<file path="config.mk">
export PLATFORM = sky130hd
export DESIGN_NAME = aes_word_serializer
export DESIGN_NICKNAME = d
export VERILOG_FILES = /design/src/rtl/aes_word_serializer.sv
export SDC_FILE = /design/constraint.sdc
export NUM_CORES = 1
export LEC_CHECK = 0
export ABC_AREA = 1
export CELL_PAD_IN_SITES_DETAIL_PLACEMENT = 0
export CELL_PAD_IN_SITES_GLOBAL_PLACEMENT = 1
export CORE_ASPECT_RATIO = 1.1
export CORE_UTILIZATION = 34
export CTS_BUF_LIST = sky130_fd_sc_hd__clkbuf_16
export CTS_CLUSTER_DIAMETER = 50
export DETAILED_ROUTE_END_ITERATION = 16
export GPL_ROUTABILITY_DRIVEN = 0
export PLACE_DENSITY = 0.89
export SLEW_MARGIN = 20
export SYNTH_ARGS = -nofsm -noshare
export SYNTH_HDL_FRONTEND = slang
export SYNTH_SLANG_ARGS = --single-unit
</file>
<file path="constraint.sdc">
create_clock -name clk -period 2.45 [get_ports clk]
set_input_delay 0.735 -clock clk [delete_from_list [all_inputs] [get_ports clk]]
set_output_delay 0.735 -clock clk [all_outputs]
set_load 0.1 [all_outputs]
</file>
<file path="src/rtl/aes_word_serializer.sv">
// Splits one captured AES block into NUM_WORDS words on a valid/ready stream.
// Optional build macro AES_SER_LSW_FIRST_EN reverses emission order (LSW first).
module aes_word_serializer #(
  parameter  int unsigned WORD_W    = 32,
  parameter  int unsigned NUM_WORDS = 4,
  localparam int unsigned IDX_W     = $clog2(NUM_WORDS),
  localparam int unsigned BLK_W     = WORD_W * NUM_WORDS
) (
  input  logic              clk,
  input  logic              reset,
  input  logic              clear,
  input  logic              in_valid,
  output logic              in_ready,
  input  logic [BLK_W-1:0]  in_data,
  output logic              out_valid,
  input  logic              out_ready,
  output logic [WORD_W-1:0] out_data,
  output logic [IDX_W-1:0]  out_index,
  output logic              out_last,
  output logic              busy
);

  typedef enum logic [0:0] {
    IDLE = 1'b0,
    SEND = 1'b1
  } state_t;

`ifdef AES_SER_LSW_FIRST_EN
  localparam logic [IDX_W-1:0] FIRST_IDX = IDX_W'(NUM_WORDS - 1);
  localparam logic [IDX_W-1:0] LAST_IDX  = '0;
`else
  localparam logic [IDX_W-1:0] FIRST_IDX = '0;
  localparam logic [IDX_W-1:0] LAST_IDX  = IDX_W'(NUM_WORDS - 1);
`endif

  state_t             state_q, state_d;
  logic [IDX_W-1:0]   idx_q, idx_d;
  logic [BLK_W-1:0]   block_q, block_d;
  logic               is_last;
  logic               accept;
  logic               take;

  // Slot k sits at the k-th word counted from the MSB end of the block.
  function automatic logic [WORD_W-1:0] word_at(input logic [BLK_W-1:0] blk,
                                                input logic [IDX_W-1:0] k);
    word_at = blk[(NUM_WORDS - 1 - 32'(k)) * WORD_W +: WORD_W];
  endfunction

  function automatic logic [IDX_W-1:0] idx_step(input logic [IDX_W-1:0] k);
`ifdef AES_SER_LSW_FIRST_EN
    idx_step = k - IDX_W'(1);
`else
    idx_step = k + IDX_W'(1);
`endif
  endfunction

  assign is_last  = (state_q == SEND) && (idx_q == LAST_IDX);
  // Combinational on out_ready so a new block can follow the last word back-to-back.
  assign in_ready = !reset && !clear &&
                    ((state_q == IDLE) || (out_ready && is_last));
  assign accept   = in_valid && in_ready;
  assign take     = (state_q == SEND) && out_ready;

  // Next-state, index and block capture
  always_comb begin
    state_d = state_q;
    idx_d   = idx_q;
    block_d = block_q;
    if (clear) begin
      state_d = IDLE;
      idx_d   = '0;
    end else begin
      case (state_q)
        IDLE: begin
          if (accept) begin
            block_d = in_data;
            idx_d   = FIRST_IDX;
            state_d = SEND;
          end
        end
        SEND: begin
          if (take) begin
            if (is_last) begin
              if (accept) begin
                block_d = in_data;
                idx_d   = FIRST_IDX;
              end else begin
                state_d = IDLE;
                idx_d   = '0;
              end
            end else begin
              idx_d = idx_step(idx_q);
            end
          end
        end
        default: begin
          state_d = IDLE;
          idx_d   = '0;
        end
      endcase
    end
  end

  // State and registered output stage
  always_ff @(posedge clk) begin
    if (reset) begin
      state_q   <= IDLE;
      idx_q     <= '0;
      block_q   <= '0;
      out_valid <= 1'b0;
      out_data  <= '0;
      out_index <= '0;
      out_last  <= 1'b0;
      busy      <= 1'b0;
    end else begin
      state_q   <= state_d;
      idx_q     <= idx_d;
      block_q   <= block_d;
      out_valid <= (state_d == SEND);
      busy      <= (state_d == SEND);
      out_data  <= (state_d == SEND) ? word_at(block_d, idx_d) : '0;
      out_index <= (state_d == SEND) ? idx_d : '0;
      out_last  <= (state_d == SEND) && (idx_d == LAST_IDX);
    end
  end

endmodule
</file>
==> qor.txt <==
Mean instance size in the synthesized netlist - 6.628 µm²
Hold depth - 4
Outcome - finished, final reports clean
Layout net count - 1,443
Net Sw Power - 1583 µW
Area growth from synthesis to layout - 41.10%
Share of synthesized cell area in full adder, half adder and majority cells - 0.1691%
Type of destination of the critical path - output port
Share of cells above drive strength 1 - 12.72%
Post-synthesis mux area share - 0%
Htree depth - 4
First-pass detailed-route iteration total - 5
CTS tree - done
Peak clock frequency supported by timing - 0.4352 GHz
Number of synthesized register bits - 166
Initial Utilization - 34.73%
Detailed Route Iter0 Violations - 423
Proportion of power drawn by flip-flops and latches - 44.2%
Largest net degree at the start of global routing - 131
Post-synthesis xor/xnor area fraction - 0.1184%
Count of final setup violators - 0
Hold buffer count at CTS - 0
Placed wire-length estimate after detailed placement - 14,500 µm
Site row count - 56
Via count - 7,420
Crit Path Class - input port to output port
Synthesized-area fraction occupied by ao, oa, aoi and oai cells - 7.645%
Number of I/O port buffers - 170
Number of top-level design ports - 171
Std-Cell Core Area - 21,300 µm²
Height of the die - 156.7 µm
Ant. Diodes - 0
Total routed wirelength - 21,770 µm
R2R cell count - 12
Synthesized instance count - 1,116
Clock latency at the later pin of the worst-skew pair - 0.43 ns
Dominant combinational cell family by area after synthesis - simple AND/OR/NAND/NOR gates
Worst endpoint required time - 1.71 ns
Final hold vios - 0
Final ANT Viol Nets - 0
Final worst path period share - 93.80%
Share of total power in the clock network - 42.0%
Internal power consumption - 4816 µW
CP Data Arrival Time - 1.56 ns
Nets in the synthesized netlist - 1,250
Post-synthesis simple-gate area fraction - 32.80%
Number of instances in the placed design - 1,579
Number of max-slew violations in the final report - 0
Routed wirelength normalized by instance count - 13.51 µm
Overall power - 6398 µW
Fill cell total of the finished layout - 2,144
Number of clock buffers inserted by TritonCTS - 17
Switch share - 24.74%
Power per cell area - 613.0 nW/µm²
Worst vdd ir - 0.0004634 V
Vias per std cell - 4.606
Remaining global-route overflow - 0
Summed instance area of the synthesized netlist - 7397 µm²
Worst max-slew margin expressed relative to the limit - 57.85%
Number of antenna violations at the first check in global routing - 0
Total die area - 22,350 µm²
Comb power frac - 13.8%
Kind of start point of the critical path - input port
Tightest Pin Transition - 0.6323 ns
Global routing usage summed across all routing layers - 20.31%
Pleak - 0.005009 µW
HP Class - flop to flop
Number of distinct library cells after synthesis - 20
Worst-path clk slew - 0.06 ns
Buffer levels on the longest clock path - 2
MaxCap Viol Count - 0
Unrepaired setup endpoints after global routing - false
CTS Root Cell - clkbuf_16
Total number of yosys warnings - 0
DRC violations left - 0
Fraction of the yosys area taken by sequential cells - 44.93%
Wire length of the first global-routing pass - 35,220 µm
Min Tclk post-route - 2.298 ns
Via count of the first global-routing pass - 7,026
Setup Skew - 0.01207 ns
Overall die width - 142.6 µm
Number of clock sinks seen by CTS - 166
Crit-path max FO - 4
Count of placed standard cells in the final layout, fillers left out - 1,611
[sequential cells by signal, indices dropped and copies added (netlist names)]
name       count
idx_q          2
block_q      128
out_index      2
state_q        1
out_data      32
out_last       1
[power groups by stage]
stage	Clock, µW	Combinational (µW)	Sequential [µW]
6_report	2690	884	2830
5_1_grt	2880	986	2830
4_1_cts	2740	890	2830
3_5_place_dp	0	882	2890
3_3_place_gp	0	874	2880
2_1_floorplan	0	423	2910
[synth_stat cells (all sizes together)]
master    n  area (µm²)
a21oi    32       160.2
buf      36       186.4
clkbuf   48       180.2
dfxtp   166        3323
ha        1       12.51
inv     185       694.4
nand2   251       944.7
nand3   132       665.6
nand4    48       300.3
nor2    134       510.5
nor3      1       5.000
o21ai    81       405.4
xor2      1       8.760
[area by class of cell]
type	instances	area [µm²]	share of cell area (%)
Clock buffer	17	425.4	4.076
Clock inverter	14	158.9	1.522
Multi-Input combinational cell	681	3035	29.08
Timing Repair Buffer	258	2432	23.30
Sequential cell	166	3324	31.85
Inverter	185	698.2	6.689
Tap cell	290	362.8	3.476
[cell families after synthesis]
group	after synthesis
AO/OA/AOI/OAI	113
XOR/XNOR	1
adder cells (fa/ha/maj)	1
buffers and inverters	269
flip-flops	166
AND/OR/NAND/NOR	566
[what timing repair did]
| item | 4_1_cts | 5_1_grt |
|---|---|---|
| endpoints found under the setup margin | 1 | 0 |
| setup buffers | 1 | 0 |
| resized for setup | 4 | 0 |
[worst max-delay path: stages]
cell and delay [ns]:
dlygate4sd2_1 0.29, nor2_4 0.16, nand2_2 0.09, clkinvlp_4 0.10
buf_12 0.17
[cells in the final DEF (no fill, tap or decap), types with 26 or more instances in the layout]
cell type and n:
nand2_1 244, o21ai_0 26, o21ai_1 55, inv_1 184
a21oi_1 32, nand4_1 48, buf_4 113, nor2_1 133
clkdlybuf4s50_1 128, nand3_1 131, dfxtp_1 165
[per-stage QoR]
step | utilization (%) | hold slack [ns] | area (µm²) | setup WS (ns) | TNS (ns)
floorplan | - | 0.4976 | 7403 | 0.07133 | 0
global placement | 46.21 | 0.5100 | 9843 | -0.1367 | -1.098
detailed placement | 46.21 | 0.5115 | 9843 | -0.1396 | -2.083
CTS | 49.00 | 0.5231 | 10440 | 0.1398 | 0
global route | 49.00 | 0.5480 | 10440 | 0.1228 | 0
finish | 49.00 | 0.5213 | 10440 | 0.1520 | 0
[final timing paths]
path	startpoint	end	slack (ns)
worst max-delay path	clear	in_ready	0.15
worst min-delay path	block_q[29]	block_q[29]	0.52
worst max register to register	idx_q[0]	out_data[24]	0.49
worst min register to register	block_q[29]	block_q[29]	0.52
[routing by layer]
layer | track usage [%] | share of wire (%)
met3 | 3.029 | 3.8
met4 | 6.861 | 1.7
met2 | 34.03 | 47
met5 | 0 | 0
met1 | 26.50 | 47
Note: power is estimated with default switching activity, not from simulation.
